`src/rtl/fifo_param.sv`:
```
// fifo_param: parametrised synchronous FIFO with registered pop data, status flags and
// optional sticky overflow/underflow flags (enabled by defining FIFO_ERR_EN).
module fifo_param #(
  parameter int WIDTH = 8,
  parameter int DEPTH = 4,
  parameter int CW    = $clog2(DEPTH) + 1
) (
  input  logic             clk,
  input  logic             reset,
  input  logic             pop,
  input  logic             push,
  input  logic             clear,
  input  logic [WIDTH-1:0] I,
  output logic [WIDTH-1:0] P,
  output logic             pvalid,
  output logic             full,
  output logic             empty,
  output logic [CW-1:0]    count,
  output logic             overflow,
  output logic             underflow
);
  localparam int AW = $clog2(DEPTH);
  localparam logic [CW-1:0] FULL_CNT = CW'(DEPTH);
  logic [WIDTH-1:0] r_mem [DEPTH];
  logic [WIDTH-1:0] r_p;
  logic [AW-1:0]    r_rp, r_wp;
  logic [CW-1:0]    r_count;
  logic             r_pvalid, r_full, r_empty;
  logic             w_pop_ok, w_push_ok;
  logic [CW-1:0]    w_count_nxt;
  // A pop frees a slot in the same edge, so a full FIFO still accepts push+pop.
  assign w_pop_ok    = pop & (r_count != '0);
  assign w_push_ok   = push & ~clear & ((r_count != FULL_CNT) | w_pop_ok);
  assign w_count_nxt = clear ? '0 : r_count + CW'(w_push_ok) - CW'(w_pop_ok);
  always_ff @(posedge clk or posedge reset)
    if (reset) begin
      r_p      <= '0;
      r_rp     <= '0;
      r_wp     <= '0;
      r_count  <= '0;
      r_pvalid <= 1'b0;
      r_full   <= 1'b0;
      r_empty  <= 1'b1;
    end else begin
      if (w_pop_ok) r_p <= r_mem[r_rp];
      r_rp     <= clear ? '0 : r_rp + AW'(w_pop_ok);
      r_wp     <= clear ? '0 : r_wp + AW'(w_push_ok);
      r_count  <= w_count_nxt;
      r_pvalid <= w_pop_ok;
      r_full   <= w_count_nxt == FULL_CNT;
      r_empty  <= w_count_nxt == '0;
    end
  always_ff @(posedge clk)
    if (w_push_ok) r_mem[r_wp] <= I;
`ifdef FIFO_ERR_EN
  logic r_ovf, r_unf;
  // Clear wipes the flags first; a same-edge rejected pop still sets underflow.
  always_ff @(posedge clk or posedge reset)
    if (reset) begin
      r_ovf <= 1'b0;
      r_unf <= 1'b0;
    end else begin
      r_ovf <= ~clear & (r_ovf | (push & ~w_push_ok));
      r_unf <= (~clear & r_unf) | (pop & ~w_pop_ok);
    end
  assign overflow  = r_ovf;
  assign underflow = r_unf;
`else
  assign overflow  = 1'b0;
  assign underflow = 1'b0;
`endif
  assign P      = r_p;
  assign pvalid = r_pvalid;
  assign full   = r_full;
  assign empty  = r_empty;
  assign count  = r_count;
endmodule

```
`config.mk`:
```
export PLATFORM = sky130hd
export DESIGN_NAME = fifo_param
export DESIGN_NICKNAME = d
export VERILOG_FILES = /design/src/rtl/fifo_param.sv
export SDC_FILE = /design/constraint.sdc
export NUM_CORES = 1
export LEC_CHECK = 0
export ABC_AREA = 1
export ABC_CLOCK_PERIOD_IN_PS = 6200
export CAP_MARGIN = 20
export CORE_MARGIN = 3
export CORE_UTILIZATION = 45
export CTS_CLUSTER_DIAMETER = 40
export DETAILED_ROUTE_END_ITERATION = 6
export HOLD_SLACK_MARGIN = 0.05
export PLACE_DENSITY_LB_ADDON = 0.1
export SYNTH_ARGS = -nofsm -noshare
export SYNTH_HDL_FRONTEND = slang
export SYNTH_SLANG_ARGS = --single-unit
```
`constraint.sdc`:
```
create_clock -name clk -period 6.2 [get_ports clk]
set_input_delay 0.93 -clock clk [delete_from_list [all_inputs] [get_ports clk]]
set_output_delay 0.93 -clock clk [all_outputs]
set_load 0.01 [all_outputs]
```
== Yosys cells after proc, flatten, opt, wreduce, memory -nomap -nowiden ==
Memory sizes are Yosys's and may differ from the RTL's. A register that Yosys moved wholly into a read port is not among the register bits.
Cells that the tools add are included.

* Register bits: 10
* RAM bits: 32
* Bits of input ports: 13
* Word-level logic and storage cells: 25
* Memories: 1

{| class="wikitable"
|+ Memories
! name !! words !! width !! rd ports !! clocked after Yosys merged registers in !! write ports !! RTL line !! RTL
|-
| r_mem || 4 || 8 || 1 || 1 || 1 || 24 || <nowiki>logic [WIDTH-1:0] r_mem [DEPTH];</nowiki>
|}

* Add/sub/neg operators: 4
* Eq/ne operators: 2
* Multiplexer cells: 5
* Bitwise logic cells: 5
* Reduce and logical (&&, ||, !) cells: 2

{| class="wikitable"
|+ Operators with widths
! kind !! count
|-
| $add A2 B1 Y2 || 2
|-
| $mux W2 || 2
|-
| $add A3 B1 Y3 || 1
|-
| $and A1 B1 Y1 || 3
|-
| $eq A3 B3 Y1 const B || 1
|-
| $logic_not A3 Y1 || 1
|-
| $mux W3 || 1
|-
| $ne A3 B3 Y1 const B || 1
|-
| $reduce_bool A3 Y1 || 1
|-
| $sub A3 B1 Y3 || 1
|-
| $mux W1 || 2
|-
| $not A1 Y1 || 1
|-
| $or A1 B1 Y1 || 1
|}

== Longest topological paths before layout ==
Gate-level depths: netlist of the first run.

* Depth after elaboration: 8
* Mapped depth: 12
* Gate-level depth less buffers: 12

== Worst setup path before layout of the first run ==
OpenSTA, ideal clock, no wires.

* Path kind: input-to-reg
* Start point: in pop
* End point: reg r_full, in the netlist full
* Arrival time: 2.445 ns
* Slack: 3.637 ns
* Stages: 12
* Cell sequence: inv_1 > nand3_1 > nand3_1 > ha_1 > inv_1 > ha_1 > fa_1 > inv_1 > nor2_1 > nor2_1 > inv_1 > nor2_1

* Longest elaborated chain between the ends: 7

{| class="wikitable"
|+ Ends and longest elaborated chain
! element !! RTL line !! RTL
|-
| start, declared || 10 || <nowiki>input logic pop,</nowiki>
|-
| $and A1 B1 Y1 (*) || 32 || <nowiki>assign w_pop_ok = pop & (r_count != '0);</nowiki>
|-
| $or A1 B1 Y1 || 33 || <nowiki>assign w_push_ok = push & ~clear & ((r_count != FULL_CNT) | w_pop_ok);</nowiki>
|-
| $and A1 B1 Y1 || 33 ||
|-
| $add A3 B1 Y3 || 34 || <nowiki>assign w_count_nxt = clear ? '0 : r_count + CW'(w_push_ok) - CW'(w_pop_ok);</nowiki>
|-
| $sub A3 B1 Y3 (*) || 34 ||
|-
| $mux W3 (*) || 34 ||
|-
| net w_count_nxt[1] || 30 || <nowiki>logic [CW-1:0] w_count_nxt;</nowiki>
|-
| $eq A3 B3 Y1 (*) || 50 || <nowiki>r_full <= w_count_nxt == FULL_CNT;</nowiki>
|-
| end signal, assigned || 42 || <nowiki>r_full <= 1'b0;</nowiki>
|-
| end signal, assigned || 50 ||
|-
| end, declared || 28 || <nowiki>logic r_pvalid, r_full, r_empty;</nowiki>
|}

Mark *: on every way through the listed nets, which the timed path passes. The rest lies on a longest branch.

== Worst setup path in the final report of the first run ==
* Start point: in clear
* End point: reg r_full, in the netlist full

* Longest elaborated chain between the ends: 7

{| class="wikitable"
|+ Ends and longest elaborated chain
! element !! RTL line !! RTL
|-
| start, declared || 12 || <nowiki>input logic clear,</nowiki>
|-
| $not A1 Y1 || 33 ||
|-
| $and A1 B1 Y1 (2 in series) || 33 ||
|-
| $add A3 B1 Y3 || 34 ||
|-
| $sub A3 B1 Y3 || 34 ||
|-
| $mux W3 (*) || 34 ||
|-
| net w_count_nxt[1] || 30 ||
|-
| $eq A3 B3 Y1 (*) || 50 ||
|}

Marks and branches as above.

==> impl_metrics.env, run 1 <==
export IMPL_power_mw=1.00
export IMPL_clock_sinks=50
export IMPL_reg2reg_depth=11
export IMPL_cts_hold_buf=0
export IMPL_ios=29
export IMPL_die_width_um=75.8
export IMPL_crit_path_start_kind="input pin"
export IMPL_synth_top_flop_cell="edfxtp_1"
export IMPL_routabilityCongestion=0.854
export IMPL_synth_edff_count=32
export IMPL_p_leak_nw=1.23
export IMPL_ys_seq_area_share_pct=64.4
export IMPL_wl_mm=3.83
export IMPL_vias_per_cell=4.38
export IMPL_synthToLayoutAreaGrowth_pct=17.5
export IMPL_cts_root_buffer="clkbuf_8"
export IMPL_place_hpwl_mm=2.60
export IMPL_grt_max_degree=19
export IMPL_setup_viol=0
export IMPL_vias=1396
export IMPL_drt_iter0_markers=46
export IMPL_swShare_pct=34.8
export IMPL_synth_area_sq_mm=0.00219
export IMPL_chipHeight_um=75.8
export IMPL_status="finished, final reports clean"
export IMPL_holdPathStages=2
export IMPL_routedWlPerCell_um=12.0
export IMPL_avgSynthCellArea_sq_um=9.75
export IMPL_relSlewSlack_pct=44.3
export IMPL_overflow=0
export IMPL_yosys_top_cells_area="edfxtp_1, dfrtp_1, nand2_1"
export IMPL_ys_seq_elements=50
export IMPL_startpoint="clear"
export IMPL_yosysTopAreaCell="edfxtp_1"
export IMPL_post_route_period_util_pct=46.7
export IMPL_cp_required_ns=6.39
export IMPL_finalHoldViolations=0
export IMPL_cap_violations=0
export IMPL_worstHoldPathType="register to register"
export IMPL_grt_use_total_pct=14.9
export IMPL_endpoint="full$_DFF_PP0_"
export IMPL_clkTransAtPathRegs_ns=0.08
export IMPL_grt_pass1_vias=1277
export IMPL_cts_buffers_inserted=5
export IMPL_ir_worst_vdd_mv=0.217
export IMPL_regToRegSetupSlack_ns=3.96
export IMPL_drc=0
export IMPL_cts_setup_buffers=0
export IMPL_coreArea_sq_mm=0.00453
export IMPL_antenna_found_initial=0
export IMPL_critPathMaxFanout=6
export IMPL_endpoint_kind="register"
export IMPL_r2r_end="full$_DFF_PP0_"
export IMPL_portBuffers=26
export IMPL_critPathKind="input pin to register"
export IMPL_ant_nets=0
export IMPL_fin_nets=271
export IMPL_synth_most_common_cell="nand2_1"
export IMPL_p_int_uw=654
export IMPL_ys_async_sr_fraction_pct=36.0
export IMPL_dieArea_sq_mm=0.00575
export IMPL_arrival_ns=3.09
export IMPL_max_freq_mhz=345
export IMPL_drive_above_1_share_pct=4.72
export IMPL_fp_row_count=24
export IMPL_ctsLongestPathBuffers=2
export IMPL_dr_pass1_iters=4
export IMPL_p_comb_share_pct=35.5
export IMPL_p_seq_share_pct=46.5
export IMPL_p_switching_uw=349
export IMPL_cts_resized=0
export IMPL_fin_crit_ns=2.89
export IMPL_synthTopCellsByCount="nand2_1, inv_1, edfxtp_1, nand3_1, dfrtp_1"
export IMPL_fin_setup_tns_ns=0
export IMPL_whs_ns=0.479
export IMPL_maxSlewViolCount=0
export IMPL_htreeDepth=2
export IMPL_power_density_mw_per_mm2=390
export IMPL_rsz0062_at_grt="false"
export IMPL_grt_pass1_wl_mm=6.02
export IMPL_cts_tree="yes"
export IMPL_r2r_start="count[2]$_DFF_PP0_"
export IMPL_worst_slew_pin_slew_ns=0.833
export IMPL_yosysUniqueCellTypes=20
export IMPL_initial_core_util_pct=48.4
export IMPL_synth_top_cell_area_share_pct=43.8
export IMPL_yosysWarnings=0
export IMPL_clockPowerShare_pct=18.0
export IMPL_skew_ns=0.00742
export IMPL_antenna_cells=0
export IMPL_syn_inst=225
export IMPL_clkLatencyLatePin_ns=0.30
## final cells by class
cell class | instances | area (sq um)
inverters | 53 | 201
clock buffers | 6 | 72.6
flip-flops and latches | 50 | 1410
repair buffers | 26 | 260
fillers | 377 | 1960
multi-input cells | 117 | 539
clock inverters | 2 | 8.76
well taps | 65 | 81.3
## sequential cells by signal, indices dropped and copies added (netlist names)
name and flops:
r_rp 2, P 8, r_wp 2, empty 1
count 3, full 1, pvalid 1, r_mem 32
## cells by family (layout without fill, tap and decap cells)
logic type	count (synthesis)	after routing	synth area share, %
simple gates	106	106	19.5
buf+inv	59	87	11.2
flops	50	50	64.4
fa+ha+maj	5	5	3.19
compound gates	3	3	1.20
other cells	1	2	0.171
xor+xnor	1	1	0.399
## layout by cell type (no fill, tap or decap)
master and n:
xnor2_1 1, o21ai_0 1, edfxtp_1 32, clkbuf_8 5, a21oi_1 1, dfstp_2 1, conb_1 2, clkdlybuf4s50_1 26
dfrtp_1 17, inv_1 50, clkbuf_1 1, inv_4 1, clkinv_2 1, ha_1 4, inv_2 2, nor2_1 11
nand3_1 21, nand2_1 73, nor2_2 1, a21oi_4 1, fa_1 1, clkinv_1 1
## critical path: stages
cell             delay (ns)
clkdlybuf4s50_1        0.51
inv_1                  0.13
nand3_1                0.19
ha_1                   0.33
inv_1                  0.04
ha_1                   0.19
fa_1                   0.47
inv_1                  0.04
nor2_1                 0.11
nor2_1                 0.07
inv_1                  0.05
nor2_1                 0.04
## routing by layer
layer / up-vias / wire, um / track usage (%)
met5: - / 0 / 0
met4: 0 / 73 / 6.41
met3: 6 / 120 / 3.96
met2: 20 / 1850 / 24.0
met1: 633 / 1780 / 18.9
li1: 737 / - / -
## stage by stage
step | cells | util [%] | worst slack [ns] | area [sq um]
after CTS | 319 | 56.8 | 3.29 | 2580
after global placement | 311 | 55.0 | 3.03 | 2490
after floorplan | 226 | - | 3.64 | 2200
after global routing | 319 | 56.8 | 3.15 | 2580
after detailed placement | 311 | 55.0 | 2.98 | 2490
final | 319 | 56.8 | 3.31 | 2580
## power groups by stage
stage,Combinational [mW],Clock [mW],Sequential (mW)
floorplan,0.219,0,0.474
global placement,0.357,0,0.476
detailed placement,0.361,0,0.476
CTS,0.362,0.185,0.468
global route,0.408,0.195,0.478
finish,0.356,0.181,0.466
## how the worst min path moves through the flow
stage	to	slack, ns	from
after floorplan	r_wp[1]$_DFF_PP0_	0.48	r_wp[1]$_DFF_PP0_
after global placement	P[5]$_DFFE_PP0N_	0.46	P[5]$_DFFE_PP0N_
after detailed placement	P[3]$_DFFE_PP0N_	0.47	P[3]$_DFFE_PP0N_
after CTS	P[3]$_DFFE_PP0N_	0.49	P[3]$_DFFE_PP0N_
after global routing	P[3]$_DFFE_PP0N_	0.50	P[3]$_DFFE_PP0N_
final	P[3]$_DFFE_PP0N_	0.48	P[3]$_DFFE_PP0N_
No activity file was read; power rests on OpenSTA's default activity.
==> inputs of run 2 (changes only) <==
--- a/config.mk
+++ b/config.mk
@@ -6,7 +6,7 @@
 export NUM_CORES = 1
 export LEC_CHECK = 0
 export ABC_AREA = 1
-export ABC_CLOCK_PERIOD_IN_PS = 6200
+export ABC_CLOCK_PERIOD_IN_PS = 2700
 export CAP_MARGIN = 20
 export CORE_MARGIN = 3
 export CORE_UTILIZATION = 45
==> constraint.sdc (replaced) <==
create_clock -name clk -period 2.7 [get_ports clk]
set_input_delay 0.405 -clock clk [delete_from_list [all_inputs] [get_ports clk]]
set_output_delay 0.405 -clock clk [all_outputs]
set_load 0.01 [all_outputs]
==> run 2 against run 1 <==
- clock skew about the same
- core utilization grew 1.7 points
- sequential power grew 130%
- worst hold slack better by 0.014 ns
- final area increased by 3.0%
- wire length up 3.2%
==> impl_metrics.env, run 2 (synthesized netlist as in run 1, its figures left out) <==
export IMPL_p_leak_nw=1.27
export IMPL_cts_setup_buffers=0
export IMPL_arrival_ns=2.39
export IMPL_post_route_period_util_pct=81.4
export IMPL_holdPathStages=2
export IMPL_die_width_um=75.8
export IMPL_max_freq_mhz=455
export IMPL_regToRegSetupSlack_ns=0.58
export IMPL_setup_viol=0
export IMPL_cts_resized=0
export IMPL_clock_sinks=50
export IMPL_clkTransAtPathRegs_ns=0.09
export IMPL_place_ws_ns=0.177
export IMPL_power_density_mw_per_mm2=901
export IMPL_worst_slew_pin_slew_ns=0.702
export IMPL_cp_slowest_stage_delay_ns=0.48
export IMPL_routedWlPerCell_um=12.1
export IMPL_drt_iter0_markers=81
export IMPL_fin_setup_tns_ns=0
export IMPL_htreeDepth=2
export IMPL_endpoint_kind="register"
export IMPL_fin_nets=278
export IMPL_critPathBufInv=5
export IMPL_r2r_start="count[1]$_DFF_PP0_"
export IMPL_r2r_end="full$_DFF_PP0_"
export IMPL_fin_crit_ns=2.20
export IMPL_fp_row_count=24
export IMPL_ctsLongestPathBuffers=2
export IMPL_cts_buffers_inserted=5
export IMPL_routabilityCongestion=0.746
export IMPL_grt_max_degree=19
export IMPL_portBuffers=26
export IMPL_crit_chain="clkdlybuf4s50_1 -> inv_1 -> nand3_1 -> nand3_1 -> ha_1 -> inv_1 -> ha_1 -> fa_1 -> inv_1 -> nor2_1 -> nor2_1 -> inv_1 -> nor2_1"
export IMPL_wl_mm=3.95
export IMPL_holdPathEnd="P[7]$_DFFE_PP0N_"
export IMPL_grt_use_total_pct=15.2
export IMPL_antenna_cells=0
export IMPL_critPathMaxFanout=2
export IMPL_finalHoldViolations=0
export IMPL_crit_family="adder cells"
export IMPL_hp_start="P[7]$_DFFE_PP0N_"
export IMPL_dieArea_sq_mm=0.00575
export IMPL_rsz0062_at_grt="false"
export IMPL_critPathKind="input pin to register"
export IMPL_initial_core_util_pct=48.4
export IMPL_cp_common_cell="inv_1"
export IMPL_layoutNonFillerInstCount=326
export IMPL_relSlewSlack_pct=53.2
export IMPL_ir_worst_vdd_mv=0.533
export IMPL_chipHeight_um=75.8
export IMPL_critPathSlowestCell="fa_1"
export IMPL_stdcell_area_sq_mm=0.00265
export IMPL_drc=0
export IMPL_final_common_cell="nand2_1"
export IMPL_placed_cells=318
export IMPL_cp_required_ns=2.89
export IMPL_cts_root_buffer="clkbuf_8"
export IMPL_ant_nets=0
export IMPL_vias=1441
export IMPL_clkLatencyLatePin_ns=0.30
export IMPL_reg2reg_depth=11
export IMPL_final_cell_mix="nand2_1, inv_1, edfxtp_1, clkdlybuf4s50_1, nand3_1"
export IMPL_grt_pass1_wl_mm=6.16
export IMPL_skew_ns=0.00708
export IMPL_setup_ws_ns=0.501
export IMPL_overflow=0
export IMPL_placedInstanceArea_sq_mm=0.00255
export IMPL_regMostFlops="r_mem"
export IMPL_cts_tree="yes"
export IMPL_drive_above_1_share_pct=7.66
export IMPL_cap_violations=0
export IMPL_fin_util_pct=58.5
export IMPL_vias_per_cell=4.42
export IMPL_worstHoldPathType="register to register"
export IMPL_antenna_found_initial=0
export IMPL_synthToLayoutAreaGrowth_pct=20.9
export IMPL_cts_hold_buf=0
export IMPL_maxSlewViolCount=0
export IMPL_largest_reg_flops=32
export IMPL_grt_pass1_vias=1337
export IMPL_dr_pass1_iters=4
export IMPL_status="finished, final reports clean"
export IMPL_ios=29
export IMPL_place_hpwl_mm=2.70
export IMPL_coreArea_sq_mm=0.00453
export IMPL_crit_path_start_kind="input pin"
[run 2: layout make-up]
class / count / area, sq um
Clock buffer: 7 / 97.6
Inverter: 53 / 201
Timing Repair Buffer: 33 / 313
Tap cell: 65 / 81.3
Multi-Input combinational cell: 117 / 539
Fill cell: 414 / 1880
Sequential cell: 50 / 1410
Clock inverter: 1 / 7.51
[run 2: where the power goes]
| part | total [mW] | internal [mW] | switching (mW) | leakage [nW] |
|---|---|---|---|---|
| Sequential | 1.07 | 0.954 | 0.120 | 0.519 |
| Clock | 0.479 | 0.239 | 0.239 | 0.0496 |
| Combinational | 0.836 | 0.384 | 0.453 | 0.702 |
[run 2: worst max path at each step]
stage                  startpoint        endpoint  slack (ns)  cells after the start
3_3_place_gp                  pop  full$_DFF_PP0_        0.24                     13
4_1_cts                       pop  full$_DFF_PP0_        0.52                     13
2_1_floorplan  count[1]$_DFF_PP0_  full$_DFF_PP0_        0.61                     12
3_5_place_dp                  pop  full$_DFF_PP0_        0.18                     13
6_report                      pop  full$_DFF_PP0_        0.50                     13
5_1_grt        count[1]$_DFF_PP0_  full$_DFF_PP0_        0.39                     12
[run 2: routing by layer]
metal	global-route usage [%]	up-vias	wire length, um
met3	4.75	8	160
li1	-	744	-
met1	19.0	665	1800
met5	0	-	0
met4	6.99	0	102
met2	24.0	24	1890
[run 2: worst reg2reg max path, cell delays in order (launching register included)]
cell and delay (ns):
dfrtp_1 0.45, nor2_2 0.20, a21oi_4 0.08, ha_1 0.28, inv_1 0.04, ha_1 0.19, fa_1 0.48, inv_1 0.04
nor2_1 0.11, nor2_1 0.07, inv_1 0.06, nor2_1 0.03
[run 2: metrics by stage]
| step | power [mW] | hold slack (ns) |
|---|---|---|
| after detailed placement | 1.94 | 0.469 |
| after global routing | 2.58 | 0.526 |
| after floorplan | 1.59 | 0.343 |
| final | 2.39 | 0.493 |
| after CTS | 2.42 | 0.493 |
| after global placement | 1.92 | 0.464 |
==> inputs of run 3 (changes only) <==
--- a/config.mk
+++ b/config.mk
@@ -6,7 +6,7 @@
 export NUM_CORES = 1
 export LEC_CHECK = 0
 export ABC_AREA = 1
-export ABC_CLOCK_PERIOD_IN_PS = 2700
+export ABC_CLOCK_PERIOD_IN_PS = 2000
 export CAP_MARGIN = 20
 export CORE_MARGIN = 3
 export CORE_UTILIZATION = 45
==> constraint.sdc (replaced) <==
create_clock -name clk -period 2 [get_ports clk]
set_input_delay 0.3 -clock clk [delete_from_list [all_inputs] [get_ports clk]]
set_output_delay 0.3 -clock clk [all_outputs]
set_load 0.01 [all_outputs]
==> run 3 against run 2 <==
- wire length decreased by 2.6%
- first-iteration DRC count fell by 11%
- worst hold slack worse by 0.19 ns
- core utilization grew 3.1 points
- critical path type is now register to register
- largest cell class unchanged
==> impl_metrics.env, run 3 (synthesized netlist as in run 1, its figures left out) <==
export IMPL_cp_required_ns=2.19
export IMPL_overflow=0
export IMPL_startpoint="count[0]$_DFF_PP0_"
export IMPL_die_width_um=75.8
export IMPL_fp_row_count=24
export IMPL_whs_ns=0.306
export IMPL_routedWlPerCell_um=11.5
export IMPL_worstHoldPathType="input pin to async pin"
export IMPL_cap_violations=0
export IMPL_cts_buffers_inserted=5
export IMPL_max_freq_mhz=512
export IMPL_crit_path_start_kind="register"
export IMPL_status="finished, final reports clean"
export IMPL_cts_root_buffer="clkbuf_8"
export IMPL_dieArea_sq_mm=0.00575
export IMPL_synthToLayoutAreaGrowth_pct=27.3
export IMPL_ios=29
export IMPL_stdcell_area_sq_mm=0.00279
export IMPL_placedInstanceArea_sq_mm=0.00261
export IMPL_chipHeight_um=75.8
export IMPL_regMostFlops="r_mem"
export IMPL_clock_sinks=50
export IMPL_final_common_cell="nand2_1"
export IMPL_final_cell_mix="nand2_1, inv_1, edfxtp_1, clkdlybuf4s50_1, nand3_1"
export IMPL_grt_use_total_pct=15.2
export IMPL_r2r_start="count[0]$_DFF_PP0_"
export IMPL_fill_cells=397
export IMPL_drive_above_1_share_pct=15.2
export IMPL_antenna_cells=0
export IMPL_ctsLongestPathBuffers=2
export IMPL_largest_reg_flops=32
export IMPL_drt_iter0_markers=72
export IMPL_initial_core_util_pct=48.4
export IMPL_power_density_mw_per_mm2=1240
export IMPL_ir_worst_vdd_mv=0.749
export IMPL_grt_pass1_vias=1355
export IMPL_endpoint_kind="register"
export IMPL_vias=1473
export IMPL_clkTransAtPathRegs_ns=0.09
export IMPL_coreArea_sq_mm=0.00453
export IMPL_drc=0
export IMPL_skew_ns=0.00261
export IMPL_portBuffers=26
export IMPL_post_route_period_util_pct=97.7
export IMPL_fin_crit_ns=1.95
export IMPL_setup_ws_ns=0.0462
export IMPL_clkLatencyLatePin_ns=0.29
export IMPL_grt_max_degree=19
export IMPL_maxSlewViolCount=0
export IMPL_routabilityCongestion=0.765
export IMPL_fin_nets=287
export IMPL_critPathKind="register to register"
export IMPL_grt_pass1_wl_mm=6.29
export IMPL_cts_tree="yes"
export IMPL_critPathMaxFanout=2
export IMPL_power_mw=3.46
export IMPL_layoutNonFillerInstCount=335
export IMPL_wl_mm=3.85
export IMPL_vias_per_cell=4.40
export IMPL_htreeDepth=2
export IMPL_p_leak_nw=1.33
export IMPL_antenna_found_initial=0
export IMPL_placed_cells=325
export IMPL_setup_viol=0
export IMPL_ant_nets=0
export IMPL_finalHoldViolations=0
export IMPL_dr_pass1_iters=4
export IMPL_arrival_ns=2.15
export IMPL_place_ws_ns=-0.418
export IMPL_place_hpwl_mm=2.69
export IMPL_rsz0062_at_grt="true"
[run 3: critical path, cell delays in order (launching register included)]
cell and delay, ns:
dfrtp_2 0.43, nor2_4 0.15, a21oi_4 0.08, ha_4 0.26
inv_2 0.04, ha_4 0.14, fa_1 0.47, inv_1 0.05
nor2_2 0.10, nor2_2 0.05, inv_1 0.06, nor2_1 0.03
[run 3: final cells by class]
cell class	instances	area (sq um)	area share (%)
Sequential cell	50	1420	50.7
Clock inverter	1	30.0	1.08
Inverter	53	201	7.22
Timing Repair Buffer	42	379	13.6
Clock buffer	7	86.3	3.09
Multi-Input combinational cell	117	597	21.4
Tap cell	65	81.3	2.91
[run 3: layer usage]
layer	GRT usage (%)	vias to the layer above	part of all wire [%]
met4	5.24	0	1.6
met5	0	-	0
li1	-	765	-
met2	25.0	28	48
met3	4.35	6	4.4
met1	19.1	674	46
[run 3: worst paths after layout]
path                                     to  slack, ns  cells past startpoint
setup reg to reg             full$_DFF_PP0_       0.05                     11
max in group asynchronous   empty$_DFF_PP1_       1.44                      3
hold / removal             pvalid$_DFF_PP0_       0.31                      3
min in group clk           P[6]$_DFFE_PP0N_       0.48                      2
setup / recovery             full$_DFF_PP0_       0.05                     11
hold reg to reg            P[6]$_DFFE_PP0N_       0.48                      2
[run 3: power by group]
| group | internal [mW] | total [mW] | leakage [nW] | switching, mW |
|---|---|---|---|---|
| registers | 1.29 | 1.41 | 0.515 | 0.119 |
| clock network | 0.408 | 0.722 | 0.0585 | 0.315 |
| logic | 0.625 | 1.33 | 0.752 | 0.700 |
[run 3: metrics by stage]
stage          TNS [ns]  utilization (%)
6_report              0             61.6
5_1_grt         -0.0914             61.6
4_1_cts        -0.00704             61.2
3_5_place_dp      -1.37             57.6
3_3_place_gp      -1.14             57.6
2_1_floorplan   -0.0197                -
[run 3: timing repair]
item / CTS / global route
buffers inserted: 2 / 0
gates resized for setup: 8 / 3
hold buffers: 0 / 0
pin swaps: 8 / 6
setup endpoints to repair: 2 / 3
